`config.mk`:
```
export PLATFORM = sky130hd
export DESIGN_NAME = undo_log_writer
export DESIGN_NICKNAME = d
export VERILOG_FILES = /design/src/rtl/swarm_pkg.sv /design/src/rtl/fifo.sv /design/src/rtl/undo_log_writer.sv
export SDC_FILE = /design/constraint.sdc
export NUM_CORES = 1
export LEC_CHECK = 0
export CORE_AREA = 2 2 332 334
export DETAILED_ROUTE_END_ITERATION = 10
export DIE_AREA = 0 0 334 336
export PLACE_DENSITY = 0.51
export SLEW_MARGIN = 20
export SYNTH_ARGS = -nofsm -noshare
export SYNTH_HDL_FRONTEND = slang
export SYNTH_SLANG_ARGS = --single-unit
```
`constraint.sdc`:
```
create_clock -name clk -period 21.4 [get_ports clk]
set_clock_uncertainty 0.2 [all_clocks]
set_input_delay 4.28 -clock clk [delete_from_list [all_inputs] [get_ports clk]]
set_output_delay 4.28 -clock clk [all_outputs]
set_load 0.05 [all_outputs]
```
`src/rtl/swarm_pkg.sv`:
```
// Shared types for the undo-log path: entry layout, id/slot types and the
// slot-relative address helper.
package swarm;

  typedef logic [3:0]  undo_id_t;
  typedef logic [3:0]  cq_slice_slot_t;
  typedef logic [31:0] undo_log_addr_t;
  typedef logic [31:0] undo_log_data_t;

  // One buffered undo-log record, in the order it is packed into the FIFO.
  typedef struct packed {
    cq_slice_slot_t slot;
    undo_id_t       id;
    undo_log_data_t data;
    undo_log_addr_t addr;
  } undo_log_entry_t;

  localparam int UNDO_LOG_ENTRIES_PER_SLOT = 8;

  localparam logic [2:0] AXI_SIZE_8B    = 3'd3;
  localparam logic [1:0] AXI_BURST_INCR = 2'b01;

  // Byte address of an entry: base + ((slot*entries + id) * 8), full 64-bit math.
  function automatic logic [63:0] undo_log_slot_addr(input logic [63:0] base,
                                                     input cq_slice_slot_t slot,
                                                     input undo_id_t id,
                                                     input int entries_per_slot);
    logic [63:0] index;
    index = 64'(slot) * 64'(entries_per_slot) + 64'(id);
    return base + (index << 3);
  endfunction

endpackage

```
`src/rtl/fifo.sv`:
```
// Generic synchronous FIFO. Head entry is visible combinationally on rd_data
// so a pop can move it straight into a downstream register.
module fifo #(
  parameter int WIDTH     = 8,
  parameter int LOG_DEPTH = 3
) (
  input  logic             clk,
  input  logic             rstn,
  input  logic             push,
  input  logic [WIDTH-1:0] wr_data,
  input  logic             pop,
  output logic [WIDTH-1:0] rd_data,
  output logic             empty,
  output logic             full
);

  localparam int DEPTH = 1 << LOG_DEPTH;

  logic [WIDTH-1:0]     mem [DEPTH];
  logic [LOG_DEPTH-1:0] wr_ptr_reg, rd_ptr_reg;
  logic [LOG_DEPTH:0]   count_reg, count_next;
  logic                 full_reg;
  logic                 do_push, do_pop;

  assign do_push = push && !full_reg;
  assign do_pop  = pop && (count_reg != '0);
  assign rd_data = mem[rd_ptr_reg];
  assign empty   = (count_reg == '0);
  assign full    = full_reg;

  // Occupancy after this cycle's push/pop.
  always_comb begin
    count_next = count_reg;
    if (do_push && !do_pop)
      count_next = count_reg + (LOG_DEPTH+1)'(1);
    else if (!do_push && do_pop)
      count_next = count_reg - (LOG_DEPTH+1)'(1);
  end

  // Storage array; contents need no reset since the pointers define validity.
  always_ff @(posedge clk) begin
    if (do_push)
      mem[wr_ptr_reg] <= wr_data;
  end

  // Pointers, count and registered full flag.
  always_ff @(posedge clk) begin
    if (!rstn) begin
      wr_ptr_reg <= '0;
      rd_ptr_reg <= '0;
      count_reg  <= '0;
      full_reg   <= 1'b0;
    end else begin
      if (do_push) wr_ptr_reg <= wr_ptr_reg + LOG_DEPTH'(1);
      if (do_pop)  rd_ptr_reg <= rd_ptr_reg + LOG_DEPTH'(1);
      count_reg <= count_next;
      full_reg  <= (count_next == (LOG_DEPTH+1)'(DEPTH));
    end
  end

endmodule

```
`src/rtl/undo_log_writer.sv`:
```
// Buffers undo-log entries and writes each one as a single 8-byte AXI beat
// into the per-slot undo-log region; reports durability through idle.
module undo_log_writer
  import swarm::*;
#(
  parameter int FIFO_LOG_DEPTH   = 3,
  parameter int MAX_OUTSTANDING  = 4,
  parameter int ENTRIES_PER_SLOT = UNDO_LOG_ENTRIES_PER_SLOT
) (
  input  logic           clk,
  input  logic           rstn,
  input  logic           undo_log_valid,
  output logic           undo_log_ready,
  input  undo_id_t       undo_log_id,
  input  undo_log_addr_t undo_log_addr,
  input  undo_log_data_t undo_log_data,
  input  cq_slice_slot_t undo_log_slot,
  input  logic [63:0]    undo_log_base,
  output logic           l2_awvalid,
  input  logic           l2_awready,
  output logic [63:0]    l2_awaddr,
  output logic [3:0]     l2_awid,
  output logic [7:0]     l2_awlen,
  output logic [2:0]     l2_awsize,
  output logic [1:0]     l2_awburst,
  output logic           l2_wvalid,
  input  logic           l2_wready,
  output logic [511:0]   l2_wdata,
  output logic [63:0]    l2_wstrb,
  output logic           l2_wlast,
  output logic [3:0]     l2_wid,
  input  logic           l2_bvalid,
  output logic           l2_bready,
  input  logic [1:0]     l2_bresp,
  output logic           l2_arvalid,
  output logic           l2_rready,
  output logic           idle,
  output logic           overflow_err,
  output logic           bresp_err,
  output logic [31:0]    num_written
);

  localparam int OUT_W = $clog2(MAX_OUTSTANDING + 1);

  undo_log_entry_t wr_entry, head;
  logic            fifo_empty, fifo_full;
  logic            acc, in_range, push, pop;
  logic            ready_en_reg;
  logic            aw_pend_reg, w_pend_reg, aw_pend_next, w_pend_next;
  logic [63:0]     awaddr_reg, payload_reg;
  logic [OUT_W-1:0] outstanding_reg, outstanding_next;
  logic [OUT_W:0]  out_after_aw;
  logic            aw_hs, w_hs, b_hs, reg_free, idle_next;
  logic            idle_reg, overflow_reg, bresp_err_reg;
  logic [31:0]     num_written_reg;

  // Ready is held low through reset and otherwise follows the registered full flag.
  assign undo_log_ready = ready_en_reg && !fifo_full;
  assign acc      = undo_log_valid && undo_log_ready;
  assign in_range = 32'(undo_log_id) < 32'(ENTRIES_PER_SLOT);
  assign push     = acc && in_range;
  assign wr_entry = '{slot: undo_log_slot, id: undo_log_id,
                      data: undo_log_data, addr: undo_log_addr};

  fifo #(
    .WIDTH    ($bits(undo_log_entry_t)),
    .LOG_DEPTH(FIFO_LOG_DEPTH)
  ) u_fifo (
    .clk    (clk),
    .rstn   (rstn),
    .push   (push),
    .wr_data(wr_entry),
    .pop    (pop),
    .rd_data(head),
    .empty  (fifo_empty),
    .full   (fifo_full)
  );

  assign aw_hs    = aw_pend_reg && l2_awready;
  assign w_hs     = w_pend_reg && l2_wready;
  assign b_hs     = l2_bvalid;
  assign reg_free = (!aw_pend_reg || aw_hs) && (!w_pend_reg || w_hs);
  // A pending AW that fires this cycle counts against the limit before the next pop.
  assign out_after_aw = {1'b0, outstanding_reg} + {{OUT_W{1'b0}}, aw_hs};
  assign pop = reg_free && !fifo_empty &&
               (out_after_aw < (OUT_W+1)'(MAX_OUTSTANDING));

  // Next-state for the output register valids, outstanding count and idle.
  always_comb begin
    aw_pend_next     = pop ? 1'b1 : (aw_pend_reg && !aw_hs);
    w_pend_next      = pop ? 1'b1 : (w_pend_reg && !w_hs);
    outstanding_next = outstanding_reg;
    if (aw_hs && !b_hs)
      outstanding_next = outstanding_reg + OUT_W'(1);
    else if (!aw_hs && b_hs && (outstanding_reg != '0))
      outstanding_next = outstanding_reg - OUT_W'(1);
    idle_next = fifo_empty && !push && !aw_pend_next && !w_pend_next &&
                (outstanding_next == '0);
  end

  // Output register, counters and sticky error flags.
  always_ff @(posedge clk) begin
    if (!rstn) begin
      ready_en_reg    <= 1'b0;
      aw_pend_reg     <= 1'b0;
      w_pend_reg      <= 1'b0;
      awaddr_reg      <= '0;
      payload_reg     <= '0;
      outstanding_reg <= '0;
      idle_reg        <= 1'b1;
      overflow_reg    <= 1'b0;
      bresp_err_reg   <= 1'b0;
      num_written_reg <= '0;
    end else begin
      ready_en_reg    <= 1'b1;
      aw_pend_reg     <= aw_pend_next;
      w_pend_reg      <= w_pend_next;
      outstanding_reg <= outstanding_next;
      idle_reg        <= idle_next;
      if (pop) begin
        awaddr_reg  <= undo_log_slot_addr(undo_log_base, head.slot, head.id,
                                          ENTRIES_PER_SLOT);
        payload_reg <= {head.data, head.addr};
      end
      if (acc && !in_range)
        overflow_reg <= 1'b1;
      if (b_hs) begin
        num_written_reg <= num_written_reg + 32'd1;
        if (l2_bresp != 2'b00)
          bresp_err_reg <= 1'b1;
      end
    end
  end

  // The 8-byte payload is replicated into every lane; wstrb picks the real one.
  generate
    for (genvar gi = 0; gi < 8; gi++) begin : g_lane
      assign l2_wdata[gi*64 +: 64] = payload_reg;
    end
  endgenerate

  assign l2_awvalid = aw_pend_reg;
  assign l2_awaddr  = awaddr_reg;
  assign l2_awid    = 4'd0;
  assign l2_awlen   = 8'd0;
  assign l2_awsize  = AXI_SIZE_8B;
  assign l2_awburst = AXI_BURST_INCR;
  assign l2_wvalid  = w_pend_reg;
  assign l2_wstrb   = 64'hFF << {awaddr_reg[5:3], 3'b000};
  assign l2_wlast   = 1'b1;
  assign l2_wid     = 4'd0;
  assign l2_bready  = 1'b1;
  assign l2_arvalid = 1'b0;
  assign l2_rready  = 1'b1;

  assign idle         = idle_reg;
  assign overflow_err = overflow_reg;
  assign bresp_err    = bresp_err_reg;
  assign num_written  = num_written_reg;

endmodule

```
==> impl_results.md, run 1 <==
* Synth Instances at 2407
* WHS Endpoint: l2_awaddr[8]$_SDFFE_PN0P_
* Largest net degree at the start of global routing at 198
* Hold wc startpoint: l2_awaddr[8]$_SDFFE_PN0P_
* Hold-fix buffers, CTS at 0
* TritonCTS clock tree: built
* Final period utilization at 0.358
* Achievable Freq at 131 MHz
* Max-cap violations at 0
* Setup TNS at 0 ns
* Synth area leader: edfxtp_1
* R2r endpoint: l2_awaddr[52]$_SDFFE_PN0P_
* Layout cells sized above 1 at 0.121
* Placement Rows at 121
* DP Area at 40100 um2
* CTS sink cnt at 759
* Setup violators final at 0
* Ys async rst share at 0
* Post-synth top area share at 0.506
* H-tree level count at 3
* Grt ovf at 0
* Final Max Slew Viols at 0
* Filler instances at 9997
* Core area at 108000 um2
* Crit. End Element: flop
* Syn-to-layout area delta at 25.5%
* Final instance area at 42900 um2
* Synth top cells by count: edfxtp_1, buf_4, dfxtp_1
* Number of gates resized after cts at 0
* Synth warn at 0
* Sequential area share after synthesis at 0.614
* Slew headroom at 0.264
* CP startpoint kind: input pin
* CP required at 21.74 ns
* Reg2reg setup slack at 15.50 ns
* WL per Instance at 21.3 um
* RSZ-0062 raised after global routing: no
* Tmin final at 7.66 ns
* Flop and latch count out of synthesis at 759
* Vias in the first global route at 20400
* Gr usage total at 0.154
* Ys flop type: edfxtp_1
* Initial core utilization at 0.315
* Via count at 20100
* First-pass GRT wire length at 131000 um
* Die W at 334 um
* Drt initial violations at 1146
* CP max FO at 197
* Syn avg cell area at 14.2 um2
* Post-synth EDFFs at 576
* Antenna violations before repair at 14
* Final GP Congestion at 0.823
* Port bufs at 821
* Final HPWL DP at 55600 um
* Die Y at 336 um
* Cts bufs inserted at 89
* WS Path Type: in -> reg
* Routed vias/inst at 4.78
* CTS Root Cell: clkbuf_16
* Postcts setup bufs at 0
* Total die area at 112000 um2
* Residual DRC count at 0
* Synth unique cells at 62
* Count leader, synth: edfxtp_1
* Antenna-violating nets left at 0
* Clock-pin slew on the worst setup and hold paths at 0.06 ns
* Cell Area, Synth at 34200 um2
* Post-Route WL at 89600 um
* R2R cell count at 12
* Count of final hold-check violations at 0
* Clk buf depth at 3
* Max reg flops at 576
* Nets at 2886
* Hold Crit Class: reg -> reg
* # IOs at 847
* Slew of the pin with the lowest slew margin at 1.10 ns
* Drt first pass iters at 5
* Status: complete, no violations
* Crit path DAT at 8.00 ns
* Top cells by area, synth: edfxtp_1, buf_4, dfxtp_1
* Worst hold path depth at 2
* Clock Latency Late Sink at 0.65 ns
==> metal layers <==
| metal | vias to the layer above | wire, um | global-route usage |
|---|---|---|---|
| met5 | - | 123 | 0 |
| met4 | 22 | 2100 | 0.0434 |
| met3 | 152 | 4800 | 0.0360 |
| met2 | 616 | 44900 | 0.264 |
| met1 | 10200 | 37700 | 0.193 |
| li1 | 9182 | - | - |
==> critical path, cell delays in order <==
cell and delay (ns):
clkdlybuf4s50_1 0.59, nand2b_1 0.20, nand4_1 0.67, nor2_4 0.93, buf_12 0.64, nor2_1 0.08
a211oi_1 0.26
==> logic make-up after synthesis <==
family                     Yosys count  synth area share
muxes                              225             0.119
AOI/OAI and AO/OA                  280            0.0540
xor gates and xnor gates            49            0.0126
DFF                                759             0.614
adders and majority gates           20           0.00755
buffers and inverters              668             0.133
and+or+nand+nor                    404            0.0603
other                                2          0.000220
==> worst max-delay path by stage <==
| stage | from | to | slack (ns) |
|---|---|---|---|
| finish | l2_awready | payload_reg[26]$_SDFFE_PN0P_ | 13.74 |
| global placement | l2_awready | u_fifo.full$_SDFF_PN0_ | 13.18 |
| global route | l2_awready | u_fifo.full$_SDFF_PN0_ | 13.45 |
| detailed placement | l2_awready | u_fifo.full$_SDFF_PN0_ | 12.97 |
| CTS | l2_awready | u_fifo.full$_SDFF_PN0_ | 13.67 |
| floorplan | undo_log_valid | u_fifo.mem[2][0]$_DFFE_PP_ | 10.35 |
==> cell usage in the layout (no fill, tap or decap), types with 23 or more instances in the layout <==
cell             count
edfxtp_1           576
xnor2_1             30
mux4_2             144
buf_4               27
nand4_1             23
nor3_1              35
conb_1              25
o21ai_0             63
clkdlybuf4s50_1    820
a211oi_1            82
clkbuf_1            23
a31oi_1             24
clkbuf_16           90
nand3_1             41
a21oi_1             52
nor2_1             114
nand2_1             72
mux2i_1             71
dfxtp_1            180
==> layout make-up <==
cell class	count	area, um2	share of cell area
inverters	20	80.1	0.00187
flip-flops and latches	759	21000	0.489
repair buffers	849	8440	0.197
clock inverters	44	330	0.00771
diodes	2	5.00	0.000117
multi-input cells	1003	8830	0.206
clock buffers	121	2450	0.0571
well taps	1414	1770	0.0413
==> per-stage QoR <==
step / instances / util / hold WS [ns] / setup slack, ns
after floorplan: 2430 / - / 0.254 / 10.35
after global placement: 4045 / 0.370 / 0.240 / 13.18
after detailed placement: 4045 / 0.370 / 0.250 / 12.97
after CTS: 4210 / 0.395 / 0.258 / 13.67
after global routing: 4211 / 0.395 / 0.287 / 13.45
final: 4212 / 0.395 / 0.257 / 13.74
Power of run 1 is left out: the tool's default activity adds up to more than one toggle a clock period on the data nets, which glitch-free logic cannot reach.
==> inputs of run 2 (changes only) <==
--- a/config.mk
+++ b/config.mk
@@ -5,10 +5,10 @@
 export SDC_FILE = /design/constraint.sdc
 export NUM_CORES = 1
 export LEC_CHECK = 0
-export CORE_AREA = 2 2 332 334
+export CORE_AREA = 2 2 325 327
 export DETAILED_ROUTE_END_ITERATION = 10
-export DIE_AREA = 0 0 334 336
-export PLACE_DENSITY = 0.51
+export DIE_AREA = 0 0 327 329
+export PLACE_DENSITY = 0.53
 export SLEW_MARGIN = 20
 export SYNTH_ARGS = -nofsm -noshare
 export SYNTH_HDL_FRONTEND = slang
==> constraint.sdc (replaced) <==
create_clock -name clk -period 7.7 [get_ports clk]
set_clock_uncertainty 0.2 [all_clocks]
set_input_delay 1.54 -clock clk [delete_from_list [all_inputs] [get_ports clk]]
set_output_delay 1.54 -clock clk [all_outputs]
set_load 0.05 [all_outputs]
==> run 2 against run 1 <==
  * Flip-flop and latch count is the same
  * Count of clock-buffer cells in the layout shrank 7
  * Largest cell class unchanged
  * Final area grew 0.13%
  * Via count shrank 0.77%
  * Global-route usage is essentially flat
  * Sequential share of layout area shrank 0.064 points
  * First-iteration DRC count grew 6.6%
  * Utilization grew 1.6 points
  * Critical endpoint is now l2_awaddr[52]$_SDFFE_PN0P_
  * Critical path depth grew 3
==> impl_results.md, run 2 (synthesis gave the netlist of run 1 again) <==
* R2R cell count at 10 (was 12)
* Syn-to-layout area delta at 25.6% (was 25.5%)
* Final GP Congestion at 0.848 (was 0.823)
* Routed vias/inst at 4.77 (was 4.78)
* Clock-pin slew on the worst setup and hold paths at 0.06 ns (about the same)
* Nets at 2883 (was 2886)
* First-pass GRT wire length at 127000 um (was 131000 um)
* Crit. End Element: flop (unchanged)
* Port bufs at 821 (unchanged)
* Total die area at 108000 um2 (was 112000 um2)
* Setup violators final at 0 (unchanged)
* CP max FO at 37 (was 197)
* Layout cells sized above 1 at 0.119 (was 0.121)
* Reg2reg setup slack at 2.28 ns (was 15.50 ns)
* Largest net degree at the start of global routing at 102 (was 198)
* Drt initial violations at 1222 (was 1146)
* Vias in the first global route at 19800 (was 20400)
* CP required at 8.04 ns (was 21.74 ns)
* Hold Crit Class: reg -> reg (unchanged)
* Tmin final at 5.42 ns
* Clock Latency Late Sink at 0.64 ns (was 0.65 ns)
* Status: complete, no violations (unchanged)
* Postcts setup bufs at 0 (unchanged)
* R2r endpoint: l2_awaddr[52]$_SDFFE_PN0P_ (unchanged)
* Slew headroom at 0.294 (was 0.264)
* Antenna-violating nets left at 0 (unchanged)
* Final Max Slew Viols at 0 (unchanged)
* Gr usage total at 0.154 (about the same)
* Worst hold path depth at 2 (unchanged)
* Crit path DAT at 5.76 ns (was 8.00 ns)
* # IOs at 847 (unchanged)
* Most frequent cells in the layout: clkdlybuf4s50_1, edfxtp_1, dfxtp_1, mux4_2, nor2_1 (unchanged)
* Final period utilization at 0.704
* Hold-fix buffers, CTS at 0 (unchanged)
* Hold wc startpoint: bresp_err$_SDFFE_PN0P_ (was l2_awaddr[8]$_SDFFE_PN0P_)
* Commonest non-fill, non-tap cell in the layout: clkdlybuf4s50_1 (unchanged)
* WHS Endpoint: bresp_err$_SDFFE_PN0P_ (was l2_awaddr[8]$_SDFFE_PN0P_)
* Die W at 327 um (was 334 um)
* Max reg flops at 576 (unchanged)
* Via count at 20000 (was 20100)
* Die Y at 329 um (was 336 um)
* CTS sink cnt at 759 (unchanged)
* CP startpoint kind: flop (was input pin)
* Post-Route WL at 86200 um (was 89600 um)
* Residual DRC count at 0 (unchanged)
* CTS Root Cell: clkbuf_16 (unchanged)
* WL per Instance at 20.6 um (was 21.3 um)
* WS Path Type: reg -> reg (was in -> reg)
* Achievable Freq at 185 MHz
* Setup TNS at 0 ns (unchanged)
* Placement Rows at 119 (was 121)
* H-tree level count at 3 (unchanged)
* Cts bufs inserted at 85 (was 89)
* Grt ovf at 0 (unchanged)
* Max-cap violations at 0 (unchanged)
* Number of gates resized after cts at 0 (unchanged)
* Drt first pass iters at 5 (unchanged)
* RSZ-0062 raised after global routing: no (unchanged)
* Count of final hold-check violations at 0 (unchanged)
* Slew of the pin with the lowest slew margin at 1.05 ns (was 1.10 ns)
* Antenna violations before repair at 10 (was 14)
* Clk buf depth at 3 (unchanged)
* Core area at 104000 um2 (was 108000 um2)
* Initial core utilization at 0.327 (was 0.315)
* Post-layout util at 0.411 (was 0.395)
* TritonCTS clock tree: built (unchanged)
* Final HPWL DP at 56000 um (was 55600 um)
run 2: cell types whose count changed in the layout (fill, tap and decap cells not counted), moves of 3 or more:
cell	before	now
clkinv_1	10	13
bufinv_16	2	8
clkbuf_16	90	86
clkinvlp_4	5	2
nor3b_2	3	0
clkinv_2	19	15
run 2: worst max path at each step:
stage | endpoint | slack, ns | depth (start not counted)
finish | l2_awaddr[52]$_SDFFE_PN0P_ | 2.28 | 10
global route | l2_awaddr[52]$_SDFFE_PN0P_ | 1.76 | 10
CTS | l2_awaddr[52]$_SDFFE_PN0P_ | 2.11 | 10
detailed placement | u_fifo.mem[1][42]$_DFFE_PP_ | 1.86 | 5
global placement | u_fifo.mem[1][31]$_DFFE_PP_ | 1.99 | 5
floorplan | u_fifo.mem[4][0]$_DFFE_PP_ | 1.72 | 4
run 2: through the flow:
step | std cells | hold WS [ns] | cell area [um2] | setup WS [ns]
after global routing | 4182 | 0.268 | 42900 | 1.76
after floorplan | 2430 | 0.254 | 34300 | 1.72
after CTS | 4181 | 0.252 | 42900 | 2.11
after global placement | 4022 | 0.237 | 40100 | 1.99
after detailed placement | 4022 | 0.243 | 40100 | 1.86
final | 4183 | 0.250 | 42900 | 2.28
run 2: critical path, stage by stage, from the launching register on:
cell and delay (ns):
dfxtp_4 0.83, buf_4 0.57, mux4_2 0.56, mux2i_1 0.32
xor2_1 0.13, ha_1 0.41, nand4_1 0.14, or3_1 0.60
a2111oi_4 0.87, mux2_2 0.42, nor3_1 0.19
run 2: area by class of cell:
cell class,instances,area [um2]
fill,9535,61500
sequential,759,21000
multi-input combinational,1003,8870
timing repair buffer,850,8460
clock buffer,114,2320
tap,1391,1740
clock inverter,45,480
inverter,20,80.1
antenna,1,2.50
run 2: routing by layer:
| metal | up-vias | GRT usage | part of all wire | wire length, um |
|---|---|---|---|---|
| met5 | - | 0 | 0.0013 | 110 |
| met4 | 16 | 0.0394 | 0.016 | 1360 |
| met3 | 106 | 0.0322 | 0.060 | 5170 |
| met2 | 661 | 0.263 | 0.50 | 42800 |
| met1 | 10000 | 0.198 | 0.43 | 36700 |
| li1 | 9162 | - | - | - |
Power of run 2 is left out for the same reason.
==> inputs of run 3 (changes only) <==
--- a/config.mk
+++ b/config.mk
@@ -5,9 +5,9 @@
 export SDC_FILE = /design/constraint.sdc
 export NUM_CORES = 1
 export LEC_CHECK = 0
-export CORE_AREA = 2 2 325 327
+export CORE_AREA = 2 2 332 334
 export DETAILED_ROUTE_END_ITERATION = 10
-export DIE_AREA = 0 0 327 329
+export DIE_AREA = 0 0 334 336
 export PLACE_DENSITY = 0.53
 export SLEW_MARGIN = 20
 export SYNTH_ARGS = -nofsm -noshare
==> constraint.sdc (replaced) <==
create_clock -name clk -period 4.6 [get_ports clk]
set_clock_uncertainty 0.2 [all_clocks]
set_input_delay 0.92 -clock clk [delete_from_list [all_inputs] [get_ports clk]]
set_output_delay 0.92 -clock clk [all_outputs]
set_load 0.05 [all_outputs]
==> run 3 against run 2 <==
  * Final cell count is 1.1% higher
  * Via count is 0.97% higher
  * Sequential share of layout area is 0.41 points lower
  * Highest routed layer unchanged
==> impl_results.md, run 3 (synthesis gave the netlist of run 1 again) <==
* Die W at 334 um (was 327 um)
* TritonCTS clock tree: built (unchanged)
* Crit path cell chain: mux4_2, mux2_2, ha_1, ha_1, xor2_1, ha_1, nand4_1, or3_4, a2111o_1, or4_1, a31oi_1 (was buf_4, mux4_2, mux2i_1, xor2_1, ha_1, nand4_1, or3_1, a2111oi_4, mux2_2, nor3_1)
* Largest net degree at the start of global routing at 97 (was 102)
* Tmin final at 4.25 ns (was 5.42 ns)
* Crit. End Element: flop (unchanged)
* Clk buf depth at 3 (unchanged)
* Antenna-violating nets left at 0 (unchanged)
* Drt first pass iters at 5 (unchanged)
* Clock Latency Late Sink at 0.66 ns (was 0.64 ns)
* Worst hold path depth at 2 (unchanged)
* Worst path max stage delay at 0.52 ns (was 0.87 ns)
* Slowest-stage cell, CP: mux4_2 (was a2111oi_4)
* Core area at 108000 um2 (was 104000 um2)
* Initial core utilization at 0.315 (was 0.327)
* Final period utilization at 0.923 (was 0.704)
* CP startpoint kind: flop (unchanged)
* Via count at 20200 (was 20000)
* WS Path Type: reg -> reg (unchanged)
* Gr usage total at 0.155 (was 0.154)
* Most frequent cells in the layout: clkdlybuf4s50_1, edfxtp_1, dfxtp_1, mux4_2, nor2_1 (unchanged)
* Layout cells sized above 1 at 0.128 (was 0.119)
* Hold-fix buffers, CTS at 0 (unchanged)
* WL per Instance at 21.4 um (was 20.6 um)
* R2r endpoint: l2_awaddr[36]$_SDFFE_PN0P_ (was l2_awaddr[52]$_SDFFE_PN0P_)
* Residual DRC count at 0 (unchanged)
* Status: complete, no violations (unchanged)
* Commonest non-fill, non-tap cell in the layout: clkdlybuf4s50_1 (unchanged)
* Crit path DAT at 4.62 ns (was 5.76 ns)
* WHS Endpoint: bresp_err$_SDFFE_PN0P_ (unchanged)
* Number of buffers and inverters on the critical path at 0 (was 1)
* Slew headroom at 0.310 (was 0.294)
* CP max FO at 10 (was 37)
* Nets at 2905 (was 2883)
* CTS sink cnt at 759 (unchanged)
* Port bufs at 821 (unchanged)
* Count of final hold-check violations at 0 (unchanged)
* Setup WS pre-CTS at 0.155 ns (was 1.86 ns)
* First-pass GRT wire length at 132000 um (was 127000 um)
* Antenna violations before repair at 14 (was 10)
* Final Max Slew Viols at 0 (unchanged)
* Final HPWL DP at 56900 um (was 56000 um)
* CP required at 4.97 ns (was 8.04 ns)
* # IOs at 847 (unchanged)
* Final GP Congestion at 0.851 (was 0.848)
* RSZ-0062 raised after global routing: no (unchanged)
* Max-cap violations at 0 (unchanged)
* CP Depth at 11 (was 10)
* Die Y at 336 um (was 329 um)
* Top Family by Delay on Critical Path: simple AND/OR/NAND/NOR gates (was multiplexers)
* H-tree level count at 3 (unchanged)
* Grt ovf at 0 (unchanged)
* Routed vias/inst at 4.77 (about the same)
* Max reg flops at 576 (unchanged)
* Drt initial violations at 1086 (was 1222)
* Filler instances at 10000 (was 9535)
* R2R cell count at 11 (was 10)
* Setup violators final at 0 (unchanged)
* Cts bufs inserted at 88 (was 85)
* Post-Route WL at 90300 um (was 86200 um)
* Vias in the first global route at 20300 (was 19800)
* Hold Crit Class: reg -> reg (unchanged)
* Placement Rows at 121 (was 119)
* CTS Root Cell: clkbuf_16 (unchanged)
* Total die area at 112000 um2 (was 108000 um2)
* Hold wc startpoint: bresp_err$_SDFFE_PN0P_ (unchanged)
* Clock-pin slew on the worst setup and hold paths at 0.06 ns (about the same)
* Achievable Freq at 235 MHz (was 185 MHz)
* Final worst setup slack at 0.352 ns (was 2.28 ns)
* Reg2reg setup slack at 0.35 ns (was 2.28 ns)
* Most frequent CP cell: ha_1
* Syn-to-layout area delta at 26.7% (was 25.6%)
* Slew of the pin with the lowest slew margin at 1.04 ns (was 1.05 ns)
==> run 3: stage by stage <==
stage,util,instances,area (um2),hold slack (ns),TNS [ns]
after detailed placement,0.373,4064,40400,0.247,0
after global routing,0.399,4227,43300,0.282,0
after floorplan,-,2430,34300,0.254,-363.33
after CTS,0.399,4226,43300,0.257,0
final,0.399,4229,43300,0.256,0
after global placement,0.373,4063,40400,0.235,0
==> run 3: area by class of cell <==
cell class | instances | area [um2] | area share
flip-flops and latches | 759 | 21000 | 0.485
multi-input cells | 1003 | 8850 | 0.204
diodes | 2 | 5.00 | 0.000116
repair buffers | 869 | 8790 | 0.203
well taps | 1414 | 1770 | 0.0409
inverters | 20 | 77.6 | 0.00179
clock inverters | 44 | 372 | 0.00859
clock buffers | 118 | 2450 | 0.0565
==> run 3: worst max path at each step <==
stage | startpoint | end | slack (ns)
detailed placement | flop | l2_awaddr[38]$_SDFFE_PN0P_ | 0.15
global route | flop | l2_awaddr[36]$_SDFFE_PN0P_ | 0.14
CTS | flop | l2_awaddr[38]$_SDFFE_PN0P_ | 0.14
floorplan | undo_log_valid | u_fifo.mem[4][0]$_DFFE_PP_ | -0.76
global placement | flop | l2_awaddr[44]$_SDFFE_PN0P_ | 0.25
finish | flop | l2_awaddr[36]$_SDFFE_PN0P_ | 0.35
==> run 3: per-layer routing <==
layer / wire length (um) / global-route usage / up-vias
met2: 44600 / 0.267 / 608
met4: 2090 / 0.0405 / 20
met3: 4900 / 0.0347 / 148
met1: 38600 / 0.197 / 10200
met5: 127 / 0 / -
li1: - / - / 9214
==> run 3: timing repair <==
action	in CTS	in global routing
buffers inserted	0	1
gates resized for setup	0	1
setup endpoints to repair	0	8
hold endpoints to repair	0	0
==> run 3: worst min-delay path, cell delays in order, from the launching register on <==
cell	delay, ns
dfxtp_1	0.31
inv_1	0.05
a21oi_1	0.05
Power of run 3 is left out for the same reason.
